--- src/rtl/aes_pkg.sv ---
// rtl/aes_pkg.sv - shared AES constants: FSM encoding, key-length codes, Rcon limits, field polynomial
package aes_pkg;

    // Round-constant generator FSM encoding
    localparam logic [1:0] ST_IDLE = 2'd0;
    localparam logic [1:0] ST_RUN  = 2'd1;
    localparam logic [1:0] ST_DONE = 2'd2;

    // key_len codes as issued by the key-schedule controller
    localparam logic [1:0] KEYLEN_128  = 2'b00;
    localparam logic [1:0] KEYLEN_192  = 2'b01;
    localparam logic [1:0] KEYLEN_256  = 2'b10;
    localparam logic [1:0] KEYLEN_RSVD = 2'b11;

    // Number of round constants consumed by each key expansion
    localparam int RCON_LIMIT_128 = 10;
    localparam int RCON_LIMIT_192 = 8;
    localparam int RCON_LIMIT_256 = 7;

    // GF(2^8) reduction constant (x^8 = x^4 + x^3 + x + 1) and first Rcon
    localparam logic [7:0] AES_POLY   = 8'h1B;
    localparam logic [7:0] RCON_FIRST = 8'h01;

    // Sequence length for a key_len code; the reserved code maps to zero
    function automatic logic [3:0] rcon_limit(input logic [1:0] key_len);
        logic [3:0] lim;
        case (key_len)
            KEYLEN_128: lim = 4'(RCON_LIMIT_128);
            KEYLEN_192: lim = 4'(RCON_LIMIT_192);
            KEYLEN_256: lim = 4'(RCON_LIMIT_256);
            default:    lim = 4'd0;
        endcase
        return lim;
    endfunction

endpackage

--- src/rtl/gf_xtime.sv ---
// rtl/gf_xtime.sv - combinational GF(2^8) multiply-by-x with configurable reduction constant
module gf_xtime #(
    parameter logic [7:0] POLY = 8'h1B
) (
    input  logic [7:0] a,
    output logic [7:0] y
);

    // Shift left; fold the overflowing bit back in with the reduction constant
    always_comb begin
        y = {a[6:0], 1'b0} ^ (a[7] ? POLY : 8'h00);
    end

endmodule

--- src/rtl/aes_rcon_gen.sv ---
// rtl/aes_rcon_gen.sv - sequential AES round-constant generator with valid/ready output; RCON_WRAP_EN selects continuous wrap instead of DONE
module aes_rcon_gen
    import aes_pkg::*;
#(
    parameter int         WORD_W  = 32,
    parameter logic [7:0] RC_POLY = AES_POLY,
    parameter int         IDX_W   = 4
) (
    input  logic              clk,
    input  logic              rst,
    input  logic              start,
    input  logic [1:0]        key_len,
    input  logic              out_ready,
    output logic              out_valid,
    output logic [WORD_W-1:0] rcon_word,
    output logic [IDX_W-1:0]  idx,
    output logic              done,
    output logic              err
);

    logic [1:0]       state;
    logic [7:0]       rc;
    logic [7:0]       rc_next;
    logic [IDX_W-1:0] idx_q;
    logic [IDX_W-1:0] limit;
    logic             valid_q;
    logic             done_q;
    logic             err_q;

    logic             idle_like;
    logic             accept;
    logic             last;
    logic             load;
    logic             reject;
    logic             advance;
    logic             finish;

    gf_xtime #(
        .POLY (RC_POLY)
    ) u_xtime (
        .a (rc),
        .y (rc_next)
    );

    // Decode handshake events; start is only honoured outside RUN
    always_comb begin
        idle_like = (state == ST_IDLE) || (state == ST_DONE);
        accept    = valid_q & out_ready;
        last      = (idx_q == limit);
        load      = idle_like & start & (key_len != KEYLEN_RSVD);
        reject    = idle_like & start & (key_len == KEYLEN_RSVD);
        advance   = (state == ST_RUN) & accept & ~last;
        finish    = (state == ST_RUN) & accept & last;
    end

    // Control state: FSM, output valid, done level/pulse and error pulse
    always_ff @(posedge clk or posedge rst) begin
        if (rst) begin
            state   <= ST_IDLE;
            valid_q <= 1'b0;
            done_q  <= 1'b0;
            err_q   <= 1'b0;
        end else begin
            err_q <= reject;
            if (load) begin
                state   <= ST_RUN;
                valid_q <= 1'b1;
                done_q  <= 1'b0;
            end else if (finish) begin
`ifdef RCON_WRAP_EN
                // Restart in place; done marks the wrap for a single cycle
                done_q  <= 1'b1;
`else
                state   <= ST_DONE;
                valid_q <= 1'b0;
                done_q  <= 1'b1;
`endif
            end else begin
`ifdef RCON_WRAP_EN
                done_q <= 1'b0;
`endif
                if ((state != ST_IDLE) && (state != ST_RUN) && (state != ST_DONE)) begin
                    state   <= ST_IDLE;
                    valid_q <= 1'b0;
                    done_q  <= 1'b0;
                end
            end
        end
    end

    // Datapath: round constant, 1-based index and per-key-size sequence length
    always_ff @(posedge clk or posedge rst) begin
        if (rst) begin
            rc    <= RCON_FIRST;
            idx_q <= '0;
            limit <= '0;
        end else begin
            if (load) begin
                rc    <= RCON_FIRST;
                idx_q <= IDX_W'(1);
                limit <= IDX_W'(rcon_limit(key_len));
            end else if (advance) begin
                rc    <= rc_next;
                idx_q <= idx_q + IDX_W'(1);
            end else if (finish) begin
`ifdef RCON_WRAP_EN
                rc    <= RCON_FIRST;
                idx_q <= IDX_W'(1);
`else
                // Final word stays visible on rcon_word/idx after the sequence ends
                rc    <= rc;
                idx_q <= idx_q;
`endif
            end
        end
    end

    // The Rcon byte sits in the top byte of the word; lower bytes are zero
    generate
        if (WORD_W == 8) begin : g_byte_word
            assign rcon_word = rc;
        end else begin : g_wide_word
            assign rcon_word = {rc, {(WORD_W-8){1'b0}}};
        end
    endgenerate

    assign out_valid = valid_q;
    assign idx       = idx_q;
    assign done      = done_q;
    assign err       = err_q;

endmodule

--- config.mk ---
export PLATFORM = sky130hd
export DESIGN_NAME = aes_rcon_gen
export DESIGN_NICKNAME = d
export VERILOG_FILES = /design/src/rtl/aes_pkg.sv /design/src/rtl/gf_xtime.sv /design/src/rtl/aes_rcon_gen.sv
export SDC_FILE = /design/constraint.sdc
export NUM_CORES = 1
export LEC_CHECK = 0
export CAP_MARGIN = 20
export CELL_PAD_IN_SITES_DETAIL_PLACEMENT = 0
export CELL_PAD_IN_SITES_GLOBAL_PLACEMENT = 2
export CORE_UTILIZATION = 23
export CTS_CLUSTER_DIAMETER = 40
export DETAILED_ROUTE_END_ITERATION = 12
export PLACE_DENSITY_LB_ADDON = 0.2
export SLEW_MARGIN = 5
export SYNTH_ARGS = -nofsm -noshare
export SYNTH_HDL_FRONTEND = slang
export SYNTH_HIERARCHICAL = 1
export SYNTH_SLANG_ARGS = --single-unit
--- constraint.sdc ---
create_clock -name clk -period 2 [get_ports clk]
set_clock_uncertainty 0.15 [all_clocks]
set_input_delay 0.4 -clock clk [delete_from_list [all_inputs] [get_ports clk]]
set_output_delay 0.4 -clock clk [all_outputs]
set_load 0.01 [all_outputs]
==> flow_summary.json, run 1 <==
{
  "synthAdderAreaFrac": 0.0118,
  "post-route-period-util": 0.942,
  "post-route-min-period_ns": 1.88,
  "wire_per_inst_um": 10.5,
  "postCtsSetupBuffers": 0,
  "die_area_sq_mm": 0.00489,
  "numCtsBuffers": 3,
  "synth_area_leaders": "dfrtp_1, buf_4, nand2_1, o21ai_0, xnor2_1",
  "hold_buffers": 0,
  "slew_violations": 0,
  "power_density_mw_per_mm2": 1420,
  "yosys_warnings": 6,
  "async_reset_ff_frac": 1.00,
  "cp-startpoint": "rc[0]$_DFFE_PP1P_",
  "synth_edf_count": 0,
  "postRouteAntennaNets": 0,
  "synth_top_area_cell": "dfrtp_1",
  "netlist_area_sq_mm": 0.00106,
  "overflow": 0,
  "die_w_um": 69.9,
  "synth-main-ff-cell": "dfrtp_1",
  "synth.yosys.seq_area_share": 0.426,
  "worst-path-buf-inv": 1,
  "grt_first_pass_wirelength_um": 3420,
  "rsz0062_at_grt": "no",
  "slowest_stage": "dfstp_2",
  "cts_tree": "done",
  "synth_mux_area_frac": 0.0189,
  "setup_tns_ns": 0,
  "routed_wl_um": 1950,
  "setup_slack_ns": 0.116,
  "initial_core_util": 0.242,
  "core-area_sq_mm": 0.00438,
  "regArea_sq_um": 452,
  "fillerInstances": 482,
  "layout.nets": 142,
  "crit_chain": "clkdlybuf4s50_1",
  "antenna_found_initial": 0,
  "syn_inst": 116,
  "cts_resized": 0,
  "path_clk_slew_ns": 0.07,
  "crit_path_end_kind": "primary output",
  "synth_compound_gate_area_share": 0.106,
  "crit_arrival_ns": 1.33,
  "critPathKind": "reg -> out",
  "path_delay_family": "flip-flops",
  "finalHoldViolCount": 0,
  "grt_start_max_net_pins": 19,
  "dr.pass1.iters": 4,
  "synth-xor-area-share": 0.0578,
  "grt_pass1_vias": 731,
  "crit_path_max_incr_delay_ns": 0.55,
  "io_buffers": 20,
  "drv_cap": 0,
  "die_h_um": 69.9,
  "max_freq_ghz": 0.531,
  "rows": 24,
  "antenna_cells": 0,
  "status": "finished clean",
  "yosys.area.top_type_share": 0.401,
  "drive_gt1_frac": 0.0746,
  "synth_top_family_by_area": "buffers and inverters",
  "clockBufferDepth": 2,
  "gp_congestion": 0.739,
  "grtUsageTotal": 0.0881,
  "drc": 0,
  "cp_max_fo": 3,
  "hpwl_um": 1410,
  "yosys.cell_types.count": 23,
  "vias": 736,
  "avgViaCountPerCell": 3.96,
  "drt_iter0_drc": 23,
  "leakagePower_uw": 0.000579,
  "clk_latency_ns": 0.25,
  "syn_area_per_cell_sq_um": 9.15,
  "area_growth_pct": 19.2,
  "required_ns": 1.45,
  "ir_drop_mv": 0.329,
  "min_path_type": "in -> async",
  "multiInputGateArea_sq_um": 447,
  "cts.sinks": 18,
  "clockRootBuffer": "clkbuf_8",
  "r2r_start": "idx[0]$_DFFE_PP0P_",
  "num_io_pins": 45,
  "totalPowerFinal_uw": 1800,
  "yosysMostFrequentCell": "buf_4",
  "synthSimpleGateAreaFrac": 0.142,
  "startpoint_type": "flop",
  "synth_common_cells": "buf_4, nand2_1, dfrtp_1",
  "setup_violations": 0,
  "htreeDepth": 1,
  "ys_seq_elements": 18,
  "pre_cts_slack_ns": 0.0770
}
==> logic make-up after synthesis <==
logic type / after synthesis
flops: 18
other cells: 1
xor+xnor: 7
simple gates: 34
compound gates: 19
buf+inv: 34
fa+ha+maj: 1
mux: 2
==> routing by layer <==
| layer | track usage | share of wire | vias to the layer above |
|---|---|---|---|
| met1 | 0.111 | 0.46 | 334 |
| met2 | 0.140 | 0.46 | 36 |
| met4 | 0.0600 | 0.026 | 0 |
| li1 | - | - | 360 |
| met5 | 0 | 0 | - |
| met3 | 0.0115 | 0.057 | 6 |
==> registers in the layout, summed over array words and instances, names as in the netlist <==
name	count
rc	8
limit	3
state	2
err	1
idx	4
==> worst paths after layout <==
path | cells past startpoint | slack [ns] | endpoint
max in group asynchronous | 3 | 1.12 | rc[0]$_DFFE_PP1P_
max | 1 | 0.12 | rcon_word[24]
max reg2reg | 5 | 0.33 | idx[0]$_DFFE_PP0P_
min in group clk | 2 | 0.38 | rc[5]$_DFFE_PP0P_
min | 3 | 0.31 | idx[3]$_DFFE_PP0P_
min reg2reg | 2 | 0.38 | rc[5]$_DFFE_PP0P_
==> power breakdown <==
part,switching [uW],internal [uW],leakage [uW]
logic,379,427,0.000321
registers,171,523,0.000229
clock network,127,175,0.0000288
total,677,1120,0.000579
==> through the flow <==
step                      instance area [sq um]  hold WS, ns  std cells  utilization
after floorplan                            1150        0.188        139            -
after global placement                     1210        0.356        182        0.276
after detailed placement                   1210        0.365        182        0.276
after CTS                                  1260        0.325        186        0.289
after global routing                       1260        0.351        186        0.289
final                                      1260        0.311        186        0.289
==> layout make-up <==
class	instances	share of cell area
Sequential cell	18	0.357
Clock buffer	4	0.0435
Inverter	1	0.00297
Multi-Input combinational cell	87	0.353
Tap cell	52	0.0514
Timing Repair Buffer	24	0.192
==> placed cells by master, fill, tap and decap left out, types with 2 or more instances in the layout <==
cell             count
a21oi_1              2
buf_4                3
clkbuf_8             4
clkdlybuf4s50_1     20
conb_1              24
dfrtp_1             17
mux2i_1              2
nand2_1             21
nand2b_1             4
nand4_1              2
nor2_1               4
o21ai_0             13
xnor2_1              4
xor2_1               3
==> tightest hold or removal path: cells and delay by family <==
| kind | cells | cell delay [ns] |
|---|---|---|
| buffers and inverters | 3 | 0.70 |
Power figures use the tool's default switching activity.
==> run 2: changes to the inputs <==
Settings changed: GPL_ROUTABILITY_DRIVEN set to 0, RECOVER_POWER set to 25, SKIP_LAST_GASP set to 1.
==> run 2 against run 1 <==
Compared with the run above: global-route usage did not move; sequential share of layout area rose by 0.11 points; sequential cell count did not move; non-clock buffer count did not move; utilization fell by 0.086 points; clock-buffer cell count did not move; register-to-register slack barely moved; critical path depth did not move; first-iteration DRC count did not move; clock power barely moved; design area fell by 0.30%; critical endpoint unchanged; largest power group unchanged.
==> flow_summary.json, run 2 (synthesized netlist as in run 1, its figures left out) <==
{
  "status": "finished clean",
  "worstMarginPinSlew_ns": 0.986,
  "core-area_sq_mm": 0.00438,
  "io_buffers": 20,
  "vias": 736,
  "path_delay_family": "flip-flops",
  "min_path_type": "reg -> reg",
  "crit_path_max_incr_delay_ns": 0.55,
  "critPathCapture": "rcon_word[24]",
  "rr_worst_depth": 5,
  "grt_first_pass_wirelength_um": 3420,
  "worst-path-buf-inv": 1,
  "die_h_um": 69.9,
  "cp-startpoint": "rc[0]$_DFFE_PP1P_",
  "clockRootBuffer": "clkbuf_8",
  "area_growth_pct": 18.9,
  "wire_per_inst_um": 10.5,
  "r2r_start": "idx[0]$_DFFE_PP0P_",
  "setup_tns_ns": 0,
  "numCtsBuffers": 3,
  "grt_pass1_vias": 731,
  "cts_resized": 0,
  "rows": 24,
  "antenna_found_initial": 0,
  "layout.nets": 142,
  "drc": 0,
  "leakagePower_uw": 0.000575,
  "slew_violations": 0,
  "setup_violations": 0,
  "cts_tree": "done",
  "num_io_pins": 45,
  "dr.pass1.iters": 4,
  "clockBufferDepth": 2,
  "die_area_sq_mm": 0.00489,
  "overflow": 0,
  "clk_latency_ns": 0.25,
  "max_slew_margin": 0.342,
  "postRouteAntennaNets": 0,
  "initial_core_util": 0.242,
  "finalHoldViolCount": 0,
  "drive_gt1_frac": 0.0672,
  "r2r_end": "idx[0]$_DFFE_PP0P_",
  "largest_register": "rc",
  "path_clk_slew_ns": 0.07,
  "avgViaCountPerCell": 3.96,
  "drv_cap": 0,
  "post-route-min-period_ns": 1.88,
  "postCtsSetupBuffers": 0,
  "utilization": 0.288,
  "critPathKind": "reg -> out",
  "post-route-period-util": 0.942,
  "cp.depth": 1,
  "crit_arrival_ns": 1.33,
  "crit_path_end_kind": "primary output",
  "htreeDepth": 1,
  "final_common_cell": "conb_1",
  "slowest_stage": "dfstp_2",
  "crit_chain": "clkdlybuf4s50_1",
  "required_ns": 1.45,
  "die_w_um": 69.9,
  "grt_start_max_net_pins": 19,
  "drt_iter0_drc": 23,
  "largest_reg_flops": 8,
  "hold_buffers": 0,
  "routed_wl_um": 1950,
  "rrSetupSlack_ns": 0.33,
  "hpwl_um": 1410,
  "antenna_cells": 0,
  "startpoint_type": "flop",
  "grtUsageTotal": 0.0881,
  "rsz0062_at_grt": "no",
  "mostFrequentLayoutCells": "conb_1, nand2_1, clkdlybuf4s50_1, dfrtp_1, o21ai_0",
  "ir_drop_mv": 0.329,
  "max_freq_ghz": 0.531,
  "power_density_mw_per_mm2": 1430,
  "cp_max_fo": 3,
  "cts.sinks": 18
}
==> run 2: worst min path at each step <==
stage / startpoint / end / slack [ns] / cells after the start
after floorplan: rst / err$_DFF_PP0_ / 0.19 / 1
after global placement: rc[5]$_DFFE_PP0P_ / rc[6]$_DFFE_PP0P_ / 0.36 / 2
after detailed placement: rc[4]$_DFFE_PP0P_ / rc[5]$_DFFE_PP0P_ / 0.36 / 2
after CTS: rst / idx[1]$_DFFE_PP0P_ / 0.32 / 3
after global routing: rc[4]$_DFFE_PP0P_ / rc[5]$_DFFE_PP0P_ / 0.43 / 2
final: rc[4]$_DFFE_PP0P_ / rc[5]$_DFFE_PP0P_ / 0.38 / 2
==> run 2: layout make-up <==
type / instances / area (sq um)
multi-input combinational: 87 / 447
clock buffer: 4 / 55.1
fill: 483 / 3120
inverter: 1 / 3.75
timing repair buffer: 24 / 239
sequential: 18 / 452
tap: 52 / 65.1
==> run 2: per-stage QoR <==
stage          setup slack, ns  hold slack [ns]  cells  cell area, sq um  total power (uW)
6_report                 0.116            0.376    186              1260              1800
5_1_grt                 0.0611            0.434    186              1260              1960
4_1_cts                 0.0963            0.325    186              1260              1830
3_5_place_dp            0.0770            0.365    182              1210              1520
3_3_place_gp             0.107            0.356    182              1210              1500
2_1_floorplan            0.499            0.188    139              1150              1250
==> run 2: where the power goes <==
part	leakage, uW	switching, uW	internal, uW	total, uW
Combinational	0.000318	379	426	805
Sequential	0.000229	171	522	694
Clock	0.0000288	127	175	302
==> run 2: metal layers <==
metal / part of all wire / GRT usage / vias to the layer above
li1: - / - / 360
met1: 0.46 / 0.111 / 334
met2: 0.46 / 0.140 / 36
met3: 0.056 / 0.0115 / 6
met4: 0.026 / 0.0600 / 0
met5: 0 / 0 / -
==> run 3: changes to the inputs <==
Settings changed: SETUP_SLACK_MARGIN set to 0.1.
==> run 3 against run 2 <==
Compared with the run above: non-clock buffer count unchanged; power about the same; die area unchanged; utilization about the same; final cell count stayed put; sequential share of layout area grew 0.16 points; clock power about the same; largest power group unchanged; critical endpoint is now idx[2]; sequential cell count unchanged; design area about the same; global-route usage unchanged.
==> flow_summary.json, run 3 (synthesized netlist as in run 1, its figures left out) <==
{
  "status": "finished clean",
  "htreeDepth": 1,
  "finalHoldViolCount": 0,
  "slew_violations": 0,
  "grt_start_max_net_pins": 19,
  "hold_buffers": 0,
  "crit_arrival_ns": 1.25,
  "avgViaCountPerCell": 3.96,
  "initial_core_util": 0.242,
  "cts_tree": "done",
  "routed_wl_um": 1950,
  "setup_violations": 0,
  "post-route-min-period_ns": 1.80,
  "dr.pass1.iters": 4,
  "grt_first_pass_wirelength_um": 3420,
  "netSwitchingPower_uw": 677,
  "path_clk_slew_ns": 0.07,
  "critPathKind": "reg -> out",
  "clockRootBuffer": "clkbuf_8",
  "die_h_um": 69.9,
  "crit_path_end_kind": "primary output",
  "setup_tns_ns": 0,
  "clk_latency_ns": 0.25,
  "crit_chain": "clkdlybuf4s50_1",
  "required_ns": 1.45,
  "io_buffers": 20,
  "multiInputGateArea_sq_um": 447,
  "switching_share": 0.376,
  "clockBufferDepth": 2,
  "num_io_pins": 45,
  "die_area_sq_mm": 0.00489,
  "grt_pass1_vias": 731,
  "setup_slack_ns": 0.196,
  "slowest_stage": "clkdlybuf4s50_1",
  "hpwl_um": 1410,
  "crit_path_max_incr_delay_ns": 0.56,
  "antenna_found_initial": 0,
  "overflow": 0,
  "vias": 736,
  "drive_gt1_frac": 0.0821,
  "worstMarginPinSlew_ns": 0.986,
  "post-route-period-util": 0.902,
  "mostFrequentLayoutCells": "conb_1, nand2_1, clkdlybuf4s50_1, dfrtp_1, o21ai_0",
  "leakagePower_uw": 0.000576,
  "postRouteAntennaNets": 0,
  "regArea_sq_um": 454,
  "fillerInstances": 482,
  "clockPowerShare": 0.168,
  "layout.nets": 142,
  "area_growth_pct": 19.0,
  "timing.hold.ws_ns": 0.376,
  "p_int_uw": 1120,
  "ir_drop_mv": 0.329,
  "place_area_sq_mm": 0.00121,
  "startpoint_type": "flop",
  "final_area_sq_mm": 0.00126,
  "largest_reg_flops": 8,
  "utilization": 0.288,
  "power_density_mw_per_mm2": 1430,
  "max_slew_margin": 0.343,
  "antenna_cells": 0,
  "die_w_um": 69.9,
  "cts.sinks": 18,
  "min_path_type": "reg -> reg",
  "largest_register": "rc",
  "path_delay_family": "buffers and inverters",
  "drv_cap": 0,
  "final_common_cell": "conb_1",
  "grtUsageTotal": 0.0881,
  "rsz0062_at_grt": "no",
  "worst-path-buf-inv": 1,
  "pre_cts_slack_ns": 0.0770,
  "pwr-share-seq": 0.388,
  "core-area_sq_mm": 0.00438,
  "max_freq_ghz": 0.554,
  "drc": 0,
  "comb_power_share": 0.445,
  "cp_max_fo": 5,
  "wire_per_inst_um": 10.5,
  "numCtsBuffers": 3,
  "rows": 24,
  "drt_iter0_drc": 23
}
run 3: timing repair:
item,CTS,global route
endpoints found under the hold margin,0,0
gates cloned,0,0
gates resized for setup,1,2
setup endpoints to repair,1,2
buffers inserted,0,0
run 3: worst paths after layout:
kind / startpoint / endpoint / slack [ns] / cells past startpoint
setup / recovery: idx[2]$_DFFE_PP0P_ / idx[2] / 0.20 / 1
hold / removal: rc[4]$_DFFE_PP0P_ / rc[5]$_DFFE_PP0P_ / 0.38 / 2
setup reg to reg: limit[2]$_DFFE_PP0P_ / idx[0]$_DFFE_PP0P_ / 0.34 / 5
hold reg to reg: rc[4]$_DFFE_PP0P_ / rc[5]$_DFFE_PP0P_ / 0.38 / 2
max in group asynchronous: rst / rc[7]$_DFFE_PP0P_ / 0.44 / 3
min in group asynchronous: rst / idx[3]$_DFFE_PP0P_ / 0.59 / 3
run 3: per-stage QoR:
| step | total power (uW) | cells |
|---|---|---|
| final | 1800 | 186 |
| after global routing | 1960 | 186 |
| after CTS | 1830 | 186 |
| after detailed placement | 1520 | 182 |
| after global placement | 1500 | 182 |
| after floorplan | 1250 | 139 |
run 3: area by class of cell:
class	count	share of cell area
flip-flops and latches	18	0.360
well taps	52	0.0515
inverters	1	0.00297
repair buffers	24	0.188
clock buffers	4	0.0436
multi-input cells	87	0.354
run 3: power groups by stage:
stage / clock network [uW] / logic (uW) / registers (uW)
4_1_cts: 315 / 810 / 700
2_1_floorplan: 0 / 526 / 722
3_3_place_gp: 0 / 798 / 703
6_report: 302 / 801 / 698
5_1_grt: 326 / 902 / 732
3_5_place_dp: 0 / 811 / 706
run 3: tightest hold or removal path, stage by stage, from the launching register on:
cell and delay [ns]:
dfrtp_1 0.37, nand2_1 0.05, o21ai_0 0.07
run 3: metal layers:
layer  vias up  routed length (um)  track usage  share of wire
met5         -                   0            0              0
li1        360                   -            -              -
met3         6                 111       0.0115          0.057
met1       334                 896        0.111           0.46
met4         0                  51       0.0600          0.026
met2        36                 893        0.140           0.46
